**src/rtl/fetch_unit.sv**
```systemverilog
// Instruction fetch front end: issues PCs to a one-cycle-latency ROM, queues returned
// words in a small FIFO, and serves them to decode over valid/ready with branch flush.
module fetch_unit #(
  parameter int          QDEPTH     = 2,
  parameter logic [31:0] RESET_PC   = 32'h0,
  parameter int          PROG_WORDS = 5
) (
  input  logic        clk,
  input  logic        rst,
  output logic [31:0] rom_pc,
  input  logic [31:0] rom_inst,
  input  logic        branch_valid,
  input  logic [31:0] branch_target,
  output logic        out_valid,
  input  logic        out_ready,
  output logic [31:0] out_inst,
  output logic [31:0] out_pc,
  output logic        halted
);

  localparam int          PW     = (QDEPTH > 1) ? $clog2(QDEPTH) : 1;
  localparam int          CW     = $clog2(QDEPTH + 1);
  localparam logic [31:0] PROG_W = 32'(PROG_WORDS);

  logic [31:0]   fetch_pc_q, fetch_pc_d;
  logic          inflight_q, inflight_d;
  logic [31:0]   inflight_pc_q, inflight_pc_d;
  logic [PW-1:0] rd_ptr_q, rd_ptr_d;
  logic [PW-1:0] wr_ptr_q, wr_ptr_d;
  logic [CW-1:0] count_q, count_d;
  logic [31:0]   inst_mem_q [QDEPTH];
  logic [31:0]   pc_mem_q   [QDEPTH];

  logic          in_range;
  logic          pop;
  logic          push;
  logic          issue;
  logic [CW:0]   occ;

  function automatic logic [PW-1:0] ptr_next(input logic [PW-1:0] p);
    return (p == PW'(QDEPTH - 1)) ? '0 : p + PW'(1);
  endfunction

  assign in_range  = ({2'b00, fetch_pc_q[31:2]} < PROG_W);
  assign out_valid = (count_q != '0);
  assign pop       = out_valid & out_ready;
  // A word returns for every cycle inflight was set; the branch edge discards it.
  assign push      = inflight_q & ~branch_valid;
  // Occupancy after this edge if another read were launched; pop <= count, so no underflow.
  assign occ       = {1'b0, count_q} + (CW+1)'(inflight_q) - (CW+1)'(pop);
  assign issue     = ~branch_valid & in_range & (occ < (CW+1)'(QDEPTH));

  always_comb begin
    fetch_pc_d    = fetch_pc_q;
    inflight_d    = 1'b0;
    inflight_pc_d = inflight_pc_q;
    rd_ptr_d      = rd_ptr_q;
    wr_ptr_d      = wr_ptr_q;
    count_d       = count_q;
    if (branch_valid) begin
      fetch_pc_d = branch_target & ~32'h3;
      rd_ptr_d   = '0;
      wr_ptr_d   = '0;
      count_d    = '0;
    end else begin
      if (issue) begin
        inflight_d    = 1'b1;
        inflight_pc_d = fetch_pc_q;
        fetch_pc_d    = fetch_pc_q + 32'd4;
      end
      if (pop)  rd_ptr_d = ptr_next(rd_ptr_q);
      if (push) wr_ptr_d = ptr_next(wr_ptr_q);
      count_d = count_q + CW'(push) - CW'(pop);
    end
  end

  always_ff @(posedge clk or posedge rst) begin
    if (rst) begin
      fetch_pc_q    <= RESET_PC;
      inflight_q    <= 1'b0;
      inflight_pc_q <= '0;
      rd_ptr_q      <= '0;
      wr_ptr_q      <= '0;
      count_q       <= '0;
    end else begin
      fetch_pc_q    <= fetch_pc_d;
      inflight_q    <= inflight_d;
      inflight_pc_q <= inflight_pc_d;
      rd_ptr_q      <= rd_ptr_d;
      wr_ptr_q      <= wr_ptr_d;
      count_q       <= count_d;
    end
  end

  // Queue storage carries no reset; outputs are masked while the queue is empty.
  always_ff @(posedge clk) begin
    if (push) begin
      inst_mem_q[wr_ptr_q] <= rom_inst;
      pc_mem_q[wr_ptr_q]   <= inflight_pc_q;
    end
  end

  assign rom_pc   = fetch_pc_q;
  assign out_inst = out_valid ? inst_mem_q[rd_ptr_q] : '0;
  assign out_pc   = out_valid ? pc_mem_q[rd_ptr_q]   : '0;
  assign halted   = ~in_range & ~inflight_q & (count_q == '0);

`ifndef SYNTHESIS
  a_no_overflow: assert property (@(posedge clk) disable iff (rst)
    !(push && (count_q == CW'(QDEPTH))));
`endif

endmodule

```
**config.mk**
```make
export PLATFORM = sky130hd
export DESIGN_NAME = fetch_unit
export DESIGN_NICKNAME = d
export VERILOG_FILES = /design/src/rtl/fetch_unit.sv
export SDC_FILE = /design/constraint.sdc
export NUM_CORES = 1
export LEC_CHECK = 0
export BUFFER_PORTS_ARGS = -buffer_cell sky130_fd_sc_hd__buf_2
export CORE_MARGIN = 2
export CORE_UTILIZATION = 48
export DETAILED_ROUTE_END_ITERATION = 12
export GPL_TIMING_DRIVEN = 0
export PLACE_DENSITY = 0.84
export SETUP_SLACK_MARGIN = 0.3
export SKIP_CTS_REPAIR_TIMING = 1
export SKIP_LAST_GASP = 1
export SLEW_MARGIN = 10
export SYNTH_ARGS = -nofsm -noshare
export SYNTH_HDL_FRONTEND = slang
export SYNTH_SLANG_ARGS = --single-unit
export TNS_END_PERCENT = 5
```
**constraint.sdc**
```tcl
create_clock -name clk -period 3.4 [get_ports clk]
set_input_delay 0 -clock clk [delete_from_list [all_inputs] [get_ports clk]]
set_output_delay 0 -clock clk [all_outputs]
set_load 0.005 [all_outputs]
```
==> results of run 1 <==
-- metrics by stage --
stage          util [%]  TNS (ps)  setup slack, ps
2_1_floorplan         -         0            596.2
3_3_place_gp      55.41  -0.02642         -0.02642
3_5_place_dp      55.89    -109.0           -109.0
4_1_cts           59.96    -753.4           -202.7
5_1_grt           64.69         0            261.9
6_report          64.69         0            505.4
-- state kept, by name, indices dropped and copies added (netlist names) --
signal,count
wr_ptr_q,1
inst_mem_q,64
pc_mem_q,60
inflight_pc_q,30
rom_pc,30
inflight_q,1
rd_ptr_q,1
count_q,2
-- final cells by class --
| type | count | area share, % |
|---|---|---|
| Multi-Input combinational cell | 236 | 18.82 |
| Sequential cell | 189 | 55.02 |
| Clock buffer | 21 | 5.069 |
| Buffer | 24 | 1.235 |
| Clock inverter | 11 | 1.222 |
| Inverter | 8 | 0.3345 |
| Timing Repair Buffer | 231 | 15.88 |
| Tap cell | 188 | 2.419 |
-- cell families after synthesis --
group           after synthesis  share of synthesized area [%]
xor+xnor                      5                         0.6007
fa+ha+maj                     5                         0.9612
flops                       189                          73.40
simple gates                121                          8.668
other cells                   1                        0.05144
buf+inv                      32                          2.060
compound gates               10                          1.270
mux                          91                          12.99
-- cell usage in the layout (no fill, tap or decap), drive strengths merged, types with 2 or more instances in the layout --
cell type	count
buf	180
or4	3
clkbuf	29
o311ai	2
dlygate4sd3	67
nor2	70
nor3	3
conb	4
nand3	2
inv	13
clkinvlp	3
ha	4
dfrtp	65
mux2	29
nand2	4
mux2i	62
edfxtp	124
xnor2	4
clkinv	2
nor2b	30
nor4	6
-- per-layer routing --
layer / up-vias / part of all wire, % / wire length [um] / global-route usage (%)
li1: 2137 / - / - / -
met1: 2188 / 41 / 6209 / 21.04
met2: 200 / 50 / 7536 / 30.20
met3: 26 / 7.2 / 1094 / 5.486
met4: 0 / 2.1 / 315 / 7.628
met5: - / 0 / 0 / 0
-- worst register-to-register path, stage by stage, from the launching register on --
cell     delay [ps]
dfrtp_1         450
nor2_4           50
inv_1            80
and2_1          190
nor2b_2         220
o21ai_0         170
fa_1            440
xnor2_2         200
nand3_1         190
nor3_4          240
buf_4           220
mux2_1          330
-- worst paths after layout --
kind                       slack [ps]                to  cells past startpoint
setup / recovery                  510  inflight_pc_q[2]                     11
hold / removal                      8        rom_pc[28]                      2
setup reg to reg                  510  inflight_pc_q[2]                     11
hold reg to reg                   460   pc_mem_q[0][27]                      0
max in group asynchronous        2550        count_q[1]                      3
min in group asynchronous         290        rom_pc[12]                      3
-- power by group --
group	internal [mW]	switching, mW	total [mW]
Combinational	0.557	0.620	1.18
Sequential	2.49	0.0516	2.54
Clock	1.14	0.867	2.00
Total	4.18	1.54	5.72
==> flow_summary.yaml, run 1 <==
run_status:
  status: "completed"
place:
  place_inst: 806
  io_buffers: 158
  placed_area_um2: 8402
  dp_hpwl_um: 9278
  place.gp.congestion: 0.8139
sta:
  fin_crit_sh_pct: 85.14
  fin_crit_ps: 2895
  slew_headroom_pct: 45.89
  timing.fmax_mhz: 345.5
  whs_ps: 7.691
  finalMaxSlewViolations: 0
  rsz0062_at_grt: "no"
  setup_viol: 0
  finalHoldViolations: 0
  fin_skew_ps: 9.099
  tightest_slew_ps: 811.6
pwr:
  powerDensity_nw_per_um2: 587.8
  power.total_mw: 5.717
  peakVddDrop_v: 0.0003412
  power.leakage_nw: 4.098
cts:
  cts_root_buf: "clkbuf_16"
  cts_sinks: 189
  clkSlewWorstSetupHoldPaths_ps: 70
  cts_buffer_depth: 2
  cts_buffers: 17
  cts_tree: "done"
  h-tree-depth: 4
  clock_latency_ps: 430
logic_synthesis:
  synth-main-ff-cell: "edfxtp_1"
  synth_seq_area_share_pct: 73.40
  yosysTopAreaCell: "edfxtp_1"
  yosys_warnings: 0
  ys_seq_elements: 189
  avgSynthCellArea_um2: 16.06
  ys_top_cells_by_area: "edfxtp_1 (51%), dfrtp_1 (22%), mux2i_1 (8.5%), mux2_2 (4.3%), nor2_1 (3.6%)"
  async_flop_share_pct: 34.39
  synthTopCellsByCount: "edfxtp_1 (124), nor2_1 (70), dfrtp_1 (65)"
  syn_area_um2: 7289
  synth_top_area_share_pct: 51.08
  netlist_instances: 454
  synth_edf_count: 124
  ys_types: 36
  post-synth-top-count-cell: "edfxtp_1"
worst_setup_path:
  cp_max_fo: 10
  crit_buf_inv: 2
  arrival_ps: 3210
  timing.rr.start: "count_q[0]"
  crit_family: "simple AND/OR/NAND/NOR gates"
  cp-start-kind: "flip-flop"
  slowest_stage: "dfrtp_1"
  critPathLaunch: "count_q[0]"
  path_cells: "nor2_4, inv_1, and2_1, nor2b_2, o21ai_0, fa_1, xnor2_2, nand3_1, nor3_4, buf_4, mux2_1"
  worstSetupEndpointType: "flip-flop"
  crit_required_ps: 3720
  critical_path_class: "reg -> reg"
  slowest_delay_ps: 450
drt:
  drt_wl_total_um: 15160
  initialDrtViolationCount: 259
  post_drt_via_cell_ratio: 5.012
  dr_total_vias: 4551
  wire_per_inst_um: 16.69
  first_pass_iters: 5
  ant_nets: 0
  remaining_drc_errors: 0
hold_path:
  holdCritPathClass: "in -> reg"
  min_from: "branch_valid"
floorplan:
  die_width_um: 127.2
  dieHeight_um: 127.2
  dieArea_um2: 16190
  start_util_pct: 48.49
  core_area_um2: 15030
  row_count: 45
  ios: 166
final_layout:
  area_growth_pct: 33.42
  nFillCells: 999
  drive_gt1_share_pct: 34.72
  num_antenna_cells: 0
  final_area_um2: 9726
  seqCellArea_um2: 5351
  multi_input_area_um2: 1831
  nets: 780
  instances_no_fill: 908
job:
  cap_violations: 0
grt:
  first_global_vias: 4436
  grt_usage_pct: 17.76
  grt_pass1_wl_um: 21970
  grt_max_degree: 66
  grt_remaining_overflow: 0
  antenna_found_initial: 0
Note: power is estimated with default switching activity, not from simulation.
==> inputs of run 2 (changes only) <==
- CORE_MARGIN: 2 -> 5
- CORE_UTILIZATION: 48 -> 54
- PLACE_DENSITY: 0.84 -> 0.89
- clock period: 3.4 -> 2.95 ns (I/O delays scaled with it)
==> flow_summary.yaml, run 2 (synthesis gave the netlist of run 1 again) <==
final_layout:
  num_antenna_cells: 0
  final_common_cell: "buf_2"
  reg_top3: "inst_mem_q (64), pc_mem_q (60)"
  final_cell_mix: "buf_2 (167), edfxtp_1 (124), nor2_1 (68)"
  area_growth_pct: 32.78
  drive_gt1_share_pct: 35.82
  largest_reg_flops: 64
  nets: 784
  top_register: "inst_mem_q"
  nFillCells: 804
cts:
  cts_tree: "done"
  clkSlewWorstSetupHoldPaths_ps: 70
  h-tree-depth: 4
  cts_root_buf: "clkbuf_16"
  cts_buffer_depth: 2
  cts_buffers: 17
  cts_sinks: 189
  clock_latency_ps: 430
worst_setup_path:
  crit_family: "simple AND/OR/NAND/NOR gates"
  cp_max_fo: 4
  cp-start-kind: "flip-flop"
  crit_required_ps: 3260
  worstSetupEndpointType: "flip-flop"
  crit_buf_inv: 2
  path_cells: "nor2_4, inv_1, and2_4, nor2b_4, o21ai_0, fa_2, nand3_2, nor3_4, buf_4, mux2_2"
  rrSetupSlack_ps: 370
  slowest_delay_ps: 610
  arrival_ps: 2880
  slowest_stage: "fa_2"
  critical_path_class: "reg -> reg"
floorplan:
  row_count: 42
  dieHeight_um: 126.2
  dieArea_um2: 15920
  core_area_um2: 13240
  die_width_um: 126.2
  ios: 166
  start_util_pct: 55.05
drt:
  ant_nets: 0
  remaining_drc_errors: 0
  first_pass_iters: 4
  wire_per_inst_um: 17.50
  drt_wl_total_um: 15730
  initialDrtViolationCount: 269
  dr_total_vias: 4632
  post_drt_via_cell_ratio: 5.152
pwr:
  power.leakage_nw: 4.086
  powerDensity_nw_per_um2: 657.1
  power.total_mw: 6.360
  peakVddDrop_v: 0.0004019
place:
  place_ws_ps: -569.5
  place.gp.congestion: 0.8336
  dp_hpwl_um: 9638
  io_buffers: 158
sta:
  timing.fmax_mhz: 388.3
  tightest_slew_ps: 809.7
  worst_slack_ps: 374.6
  fin_skew_ps: 8.042
  finalMaxSlewViolations: 0
  fin_crit_sh_pct: 87.30
  setup_viol: 0
  fin_crit_ps: 2575
  rsz0062_at_grt: "no"
  slew_headroom_pct: 46.02
  finalHoldViolations: 0
grt:
  grt_remaining_overflow: 0
  grt_max_degree: 66
  first_global_vias: 4434
  grt_pass1_wl_um: 22480
  grt_usage_pct: 18.06
  antenna_found_initial: 0
run_status:
  status: "completed"
hold_path:
  holdCritPathClass: "in -> reg"
job:
  cap_violations: 0
-- run 2: cell count changes in the layout (fill, tap and decap cells not counted), moves of 2 or more --
cell           previous run  this run
clkinv_2                  0         2
buf_12                    3         1
buf_4                     8        14
clkbuf_16                19        17
buf_16                    0         2
dlygate4sd3_1            67        64
inv_8                     2         0
-- run 2: power by group --
group          internal [mW]  leakage, nW  switching [mW]
clock network           1.07        0.247           0.941
logic                  0.681         1.87           0.741
registers               2.87         1.97          0.0576
total                   4.62         4.09            1.74
-- run 2: worst reg2reg max path, delay by kind of cell, from the launching register on --
| family | cells | cell delay (ps) |
|---|---|---|
| AND/OR/NAND/NOR | 5 | 750 |
| adder cells (fa/ha/maj) | 1 | 610 |
| flip-flops | 1 | 400 |
| multiplexers | 1 | 310 |
| buffers and inverters | 2 | 240 |
| AO/OA/AOI/OAI | 1 | 140 |
-- run 2: final cells by class --
cell class              count  area, um^2  area share, %
inverters                   8       32.53         0.3361
well taps                 176       220.2          2.275
repair buffers            235        1582          16.34
plain buffers              24       123.9          1.280
flip-flops and latches    189        5353          55.30
clock inverters            13       93.84         0.9695
multi-input cells         236        1846          19.07
clock buffers              18       429.2          4.434
-- run 2: final timing paths --
kind                       cells after the start          endpoint        startpoint
setup / recovery                              10  inflight_pc_q[4]        count_q[1]
setup reg to reg                              10  inflight_pc_q[4]        count_q[1]
hold reg to reg                                0    pc_mem_q[1][6]  inflight_pc_q[6]
hold / removal                                 2        rom_pc[30]      branch_valid
max in group asynchronous                      3        count_q[0]               rst
min in group asynchronous                      3        rom_pc[14]               rst
-- run 2: layer usage --
layer,GRT usage (%),part of all wire [%],up-vias
li1,-,-,2140
met1,22.98,39,2250
met2,28.89,50,209
met3,6.351,8.4,33
met4,6.562,2.1,0
met5,0,0,-
-- run 2: stage by stage --
| step | util (%) | cell area [um^2] | hold slack (ps) | TNS [ps] | cells |
|---|---|---|---|---|---|
| 2_1_floorplan | - | 7303 | 98.87 | 0 | 457 |
| 3_5_place_dp | 63.44 | 8402 | 191.7 | -12290 | 794 |
| 4_1_cts | 67.39 | 8925 | -260.7 | -13600 | 825 |
| 6_report | 73.09 | 9679 | 21.93 | 0 | 899 |
| 5_1_grt | 73.09 | 9679 | 16.08 | 0 | 899 |
| 3_3_place_gp | 62.78 | 8314 | 189.4 | -40490 | 791 |
